File: src/rtl/keypad_if.sv
// rtl/keypad_if.sv - keypad matrix and debounced key event signals
interface keypad_if;
  logic [3:0] row_in;
  logic [3:0] col_out;
  logic [3:0] key_code;
  logic       key_valid;
  logic       key_press;
  logic       key_release;

  modport master (
    input  row_in,
    output col_out, key_code, key_valid, key_press, key_release
  );

  modport slave (
    output row_in,
    input  col_out, key_code, key_valid, key_press, key_release
  );
endinterface

File: src/rtl/keypad_scanner.sv
// rtl/keypad_scanner.sv - 4x4 active-low keypad scanner with scan-based debounce
// and one-cycle press/release strobes.
module keypad_scanner #(
  parameter int SCAN_DIV       = 12500,
  parameter int DEBOUNCE_SCANS = 20
) (
  input  logic     clk,
  input  logic     reset,
  keypad_if.master kp
);

  localparam int DIV_W = $clog2(SCAN_DIV);
  localparam int CNT_W = $clog2(DEBOUNCE_SCANS + 1);
  localparam logic [DIV_W-1:0] DIV_LAST = DIV_W'(SCAN_DIV - 1);
  localparam logic [CNT_W-1:0] CNT_MAX  = CNT_W'(DEBOUNCE_SCANS);

  typedef enum logic [1:0] {RAW_NONE, RAW_SINGLE, RAW_MULTI} raw_kind_t;
  typedef enum logic [1:0] {IDLE, HELD, SWITCH} state_t;

  logic [3:0]       row_meta, row_sync;
  logic [DIV_W-1:0] div_cnt;
  logic [1:0]       col_idx;
  logic [15:0]      scan_acc, acc_next;
  logic             scan_done;
  raw_kind_t        raw_kind, cls_kind;
  logic [3:0]       raw_code, cls_code;
  logic [4:0]       n_keys;

  raw_kind_t        prev_kind, nxt_prev_kind;
  logic [3:0]       prev_code, nxt_prev_code;
  logic [CNT_W-1:0] stable_cnt, nxt_cnt;
  logic             differs, accept;

  state_t           state;
  logic [3:0]       key_code_q, pend_code;
  logic             key_valid_q, key_press_q, key_release_q;

  wire sample_tick = (div_cnt == DIV_LAST);

  assign kp.col_out     = ~(4'b0001 << col_idx);
  assign kp.key_code    = key_code_q;
  assign kp.key_valid   = key_valid_q;
  assign kp.key_press   = key_press_q;
  assign kp.key_release = key_release_q;

  // Bit {row, col} of the accumulator is set when that key reads as pressed.
  always_comb begin
    acc_next = scan_acc;
    for (int r = 0; r < 4; r++) begin
      acc_next[{2'(r), col_idx}] = ~row_sync[r];
    end
  end

  always_comb begin
    n_keys   = '0;
    cls_code = '0;
    for (int i = 0; i < 16; i++) begin
      if (acc_next[i]) begin
        n_keys   = n_keys + 5'd1;
        cls_code = 4'(i);
      end
    end
    if (n_keys == 5'd0)      cls_kind = RAW_NONE;
    else if (n_keys == 5'd1) cls_kind = RAW_SINGLE;
    else                     cls_kind = RAW_MULTI;
  end

  always_ff @(posedge clk or posedge reset) begin
    if (reset) begin
      row_meta  <= 4'hF;
      row_sync  <= 4'hF;
      div_cnt   <= '0;
      col_idx   <= 2'd0;
      scan_acc  <= '0;
      scan_done <= 1'b0;
      raw_kind  <= RAW_NONE;
      raw_code  <= 4'd0;
    end else begin
      row_meta  <= kp.row_in;
      row_sync  <= row_meta;
      scan_done <= 1'b0;
      if (sample_tick) begin
        div_cnt  <= '0;
        col_idx  <= col_idx + 2'd1;
        scan_acc <= acc_next;
        if (col_idx == 2'd3) begin
          scan_done <= 1'b1;
          raw_kind  <= cls_kind;
          raw_code  <= cls_code;
        end
      end else begin
        div_cnt <= div_cnt + 1'b1;
      end
    end
  end

  // A chord resets the count and poisons prev so it can never be accepted.
  always_comb begin
    nxt_prev_kind = prev_kind;
    nxt_prev_code = prev_code;
    nxt_cnt       = stable_cnt;
    if (raw_kind == RAW_MULTI) begin
      nxt_prev_kind = RAW_MULTI;
      nxt_cnt       = '0;
    end else if (raw_kind == prev_kind &&
                 (raw_kind == RAW_NONE || raw_code == prev_code)) begin
      nxt_cnt = (stable_cnt == CNT_MAX) ? CNT_MAX : stable_cnt + 1'b1;
    end else begin
      nxt_prev_kind = raw_kind;
      nxt_prev_code = raw_code;
      nxt_cnt       = CNT_W'(1);
    end

    case (nxt_prev_kind)
      RAW_NONE:   differs = (state == HELD);
      RAW_SINGLE: differs = (state != HELD) || (nxt_prev_code != key_code_q);
      default:    differs = 1'b0;
    endcase
    accept = scan_done && (nxt_cnt == CNT_MAX) && differs;
  end

  always_ff @(posedge clk or posedge reset) begin
    if (reset) begin
      stable_cnt    <= '0;
      prev_kind     <= RAW_NONE;
      prev_code     <= 4'd0;
      state         <= IDLE;
      key_code_q    <= 4'd0;
      pend_code     <= 4'd0;
      key_valid_q   <= 1'b0;
      key_press_q   <= 1'b0;
      key_release_q <= 1'b0;
    end else begin
      key_press_q   <= 1'b0;
      key_release_q <= 1'b0;
      if (scan_done) begin
        stable_cnt <= nxt_cnt;
        prev_kind  <= nxt_prev_kind;
        prev_code  <= nxt_prev_code;
      end
      case (state)
        IDLE: begin
          if (accept && nxt_prev_kind == RAW_SINGLE) begin
            key_code_q  <= nxt_prev_code;
            key_valid_q <= 1'b1;
            key_press_q <= 1'b1;
            state       <= HELD;
          end
        end
        HELD: begin
          if (accept) begin
            key_valid_q   <= 1'b0;
            key_release_q <= 1'b1;
            if (nxt_prev_kind == RAW_SINGLE) begin
              pend_code <= nxt_prev_code;
              state     <= SWITCH;
            end else begin
              state <= IDLE;
            end
          end
        end
        SWITCH: begin
          // Separates the release and press strobes of a direct key change.
          key_code_q  <= pend_code;
          key_valid_q <= 1'b1;
          key_press_q <= 1'b1;
          state       <= HELD;
        end
        default: state <= IDLE;
      endcase
    end
  end

endmodule

File: src/flat_wrapper.sv
// flat-port wrapper written by rule: the top's interface ports become plain ports
module keypad_scanner_flat 
#(
  parameter int SCAN_DIV       = 12500,
  parameter int DEBOUNCE_SCANS = 20
)
  (clk, reset, kp_row_in, kp_col_out, kp_key_code, kp_key_valid, kp_key_press, kp_key_release);
  keypad_if kp_i ();
  input  logic clk;
  input  logic reset;
  input wire logic [$bits(kp_i.row_in)-1:0] kp_row_in;
  output wire logic [$bits(kp_i.col_out)-1:0] kp_col_out;
  output wire logic [$bits(kp_i.key_code)-1:0] kp_key_code;
  output wire logic [$bits(kp_i.key_valid)-1:0] kp_key_valid;
  output wire logic [$bits(kp_i.key_press)-1:0] kp_key_press;
  output wire logic [$bits(kp_i.key_release)-1:0] kp_key_release;
  assign kp_i.row_in = kp_row_in;
  assign kp_col_out = kp_i.col_out;
  assign kp_key_code = kp_i.key_code;
  assign kp_key_valid = kp_i.key_valid;
  assign kp_key_press = kp_i.key_press;
  assign kp_key_release = kp_i.key_release;
  keypad_scanner #(.SCAN_DIV(SCAN_DIV), .DEBOUNCE_SCANS(DEBOUNCE_SCANS)) u_core (.clk(clk), .reset(reset), .kp(kp_i));
endmodule
File: config.mk
export PLATFORM = sky130hd
export DESIGN_NAME = keypad_scanner_flat
export DESIGN_NICKNAME = d
export VERILOG_FILES = /design/src/rtl/keypad_if.sv /design/src/rtl/keypad_scanner.sv /design/src/flat_wrapper.sv
export SDC_FILE = /design/constraint.sdc
export NUM_CORES = 1
export LEC_CHECK = 0
export BUFFER_PORTS_ARGS = -buffer_cell sky130_fd_sc_hd__buf_2
export CORE_ASPECT_RATIO = 0.5
export CORE_UTILIZATION = 55
export DETAILED_ROUTE_END_ITERATION = 8
export PLACE_DENSITY_LB_ADDON = 0.12
export SLEW_MARGIN = 20
export SYNTH_ARGS = -nofsm -noshare
export SYNTH_HDL_FRONTEND = slang
export SYNTH_SLANG_ARGS = --single-unit
File: constraint.sdc
create_clock -name clk -period 10.4 [get_ports clk]
set_input_delay 2.08 -clock clk [delete_from_list [all_inputs] [get_ports clk]]
set_output_delay 2.08 -clock clk [all_outputs]
set_load 0.01 [all_outputs]
==> impl_metrics.yaml <==
sta:
  min_period_ps: 10010
  worst_slack_ps: 387
  setup_violations: 0
  tns_ps: 0
  worstMarginPinSlew_ps: 1120
  finalHoldViolCount: 0
  max_freq_mhz: 99.9
  maxSlewViolCount: 0
  maxSlewHeadroom_pct: 23.4
  period_share_pct: 96.3
  skew_ps: 9.20
  holdWs_ps: 355
floorplan:
  core.rowCount: 25
  fp.dieArea_um2: 10500
  coreArea_um2: 9600
  boundaryPins: 17
  die_h_um: 72.9
  initial_core_util_pct: 57.6
  fp.dieW_um: 144
setup_path:
  critPathMaxFanout: 8
  path_class: "flop to flop"
  critPathRequiredTime_ps: 10690
  cp_common_cell: "ha_1"
  critPathArrivalTime_ps: 10300
  slowest_stage: "or4b_1"
  startpoint_type: "flop"
  max_stage_delay_ps: 430
  worst_setup_path_end_kind: "flop"
cts:
  cts_max_level: 3
  cts-root-buf: "clkbuf_16"
  cts_tree: "done"
  cts_buffers: 9
  cts.sinks: 71
  clkLatencyLatePin_ps: 340
  hold_buffers: 0
  clk_path_buf_depth: 2
  clkTransAtPathRegs_ps: 70
synth:
  ys.warnings.count: 0
  synth_nets: 664
  yosys.area.top_type: "dfrtp_1"
  synthFlopType: "dfrtp_1"
  synthCells: 637
  synth_area_leaders: "dfrtp_1 (29%), xnor2_1 (5.9%), ha_1 (4.8%)"
  async_reset_ff_share_pct: 100
  synth_edf_count: 0
  avgSynthCellArea_um2: 8.68
  ys_ff_latch: 71
  ys_types: 80
  synth_area_um2: 5530
  synth_seq_area_share_pct: 32.3
  synth_top_area_share_pct: 28.5
place:
  gp_congestion: 0.890
  placed_area_um2: 5770
  portBuffers: 16
  dp_cells: 777
  pre_cts_slack_ps: -187
  dp_hpwl_um: 8700
final_layout:
  area_growth_syn_to_layout_pct: 14.8
  diodes: 0
  nNetsFinal: 690
  register_area_um2: 1790
  drive_above_1_share_pct: 21.0
  multiInputGateArea_um2: 3750
  final_area_um2: 6350
  layout_common_cells: "nor2_1 (64), dfrtp_1 (63), nand2_1 (59)"
  final_common_cell: "nor2_1"
  post-route-util_pct: 66.1
  finalNonFillerCells: 803
  fillers: 800
min_path:
  hold_class: "flop to flop"
drt:
  routed_via_density: 5.79
  routedWlPerCell_um: 15.3
  drt-initial-drc-count: 217
  wl_um: 12300
  drcViolationCount: 0
  dr.pass1.iters: 5
  vias: 4652
  drtAntennaViolNets: 0
grt:
  first_global_vias: 4263
  grt_pass1_wl_um: 19900
  grt_max_degree: 72
  grt_usage_pct: 24.6
  antenna_found_initial: 0
  overflow: 0
power:
  leakagePower_nw: 2.68
  ir_drop_mv: 0.0722
  p_per_area_nw_per_um2: 105
  power_mw: 0.666
run_status:
  status: "finished, final reports clean"
job:
  cap_violations: 0
## path summary, 6_finish.rpt
kind	startpoint	endpoint	slack (ps)	depth (start not counted)
max in group asynchronous	reset	u_core.div_cnt[2]	7830	3
max reg2reg	u_core.col_idx[0]	u_core.raw_kind[0]	390	53
min in group asynchronous	reset	u_core.scan_acc[10]	2010	3
max	u_core.col_idx[0]	u_core.raw_kind[0]	390	53
min	u_core.row_meta[2]	u_core.row_sync[2]	350	0
min reg2reg	u_core.row_meta[2]	u_core.row_sync[2]	350	0
## flip-flops by register name, indices dropped and copies added (netlist names), 2 cells and up
register / count
u_core.scan_acc: 16
u_core.div_cnt: 14
u_core.stable_cnt: 5
u_core.kp.key_code: 4
u_core.pend_code: 4
u_core.prev_code: 4
u_core.raw_code: 4
u_core.row_meta: 4
u_core.row_sync: 4
u_core.col_idx: 2
u_core.prev_kind: 2
u_core.raw_kind: 2
u_core.state: 2
## Yosys cell counts (9+ instances only)
library cell and instances:
o21ai_0 47, dfrtp_1 63, nor2_1 66, xor2_1 15, xnor2_1 37, inv_1 31
o22ai_1 12, nor2b_1 13, nand4_1 9, nor3_1 26, ha_1 21, or2_2 9
nand2_1 62, a21oi_1 31, mux2i_1 14, clkbuf_1 13, nand3_1 17
## timing repair
action / CTS / global route
setup endpoints to repair: 2 / 2
pin swaps: 2 / 13
endpoints found under the hold margin: 0 / 0
setup buffers: 1 / 9
resized for setup: 9 / 42
gates cloned: 0 / 0
## layout make-up
cell class                      count  area share (%)
Tap cell                          135            2.66
Sequential cell                    71            28.1
Timing Repair Buffer               37            3.80
Multi-Input combinational cell    513            59.0
Clock inverter                      7           0.986
Clock buffer                        9            3.55
Inverter                           31            1.83
## worst max-delay path, delay by kind of cell, from the launching register on
family                     cells  cell delay, ps
and+or+nand+nor               15            2000
adders and majority gates     15            4200
buffers and inverters          5             410
DFF                            1             390
muxes                          3             760
xor gates and xnor gates       1             130
AOI/OAI and AO/OA             14            2040
## kinds of logic after synthesis
group | share of synthesized area, %
AO/OA/AOI/OAI | 17.1
XOR/XNOR | 14.1
adder cells (fa/ha/maj) | 4.75
buffers and inverters | 3.89
flip-flops | 32.3
multiplexers | 3.62
AND/OR/NAND/NOR | 24.1
## power by group
group          leakage [nW]  total [mW]  switching [mW]  internal (mW)
registers             0.950       0.281         0.00214          0.279
clock network         0.133       0.301           0.135          0.166
logic                  1.60      0.0836          0.0462         0.0373
## metal layers
layer | wire length [um] | global-route usage, % | up-vias
met2 | 5810 | 41.8 | 103
met1 | 5820 | 31.4 | 2211
met4 | 150 | 7.68 | 0
met5 | 0 | 0 | -
met3 | 470 | 5.91 | 13
li1 | - | - | 2325
No activity file was read; power rests on OpenSTA's default activity.
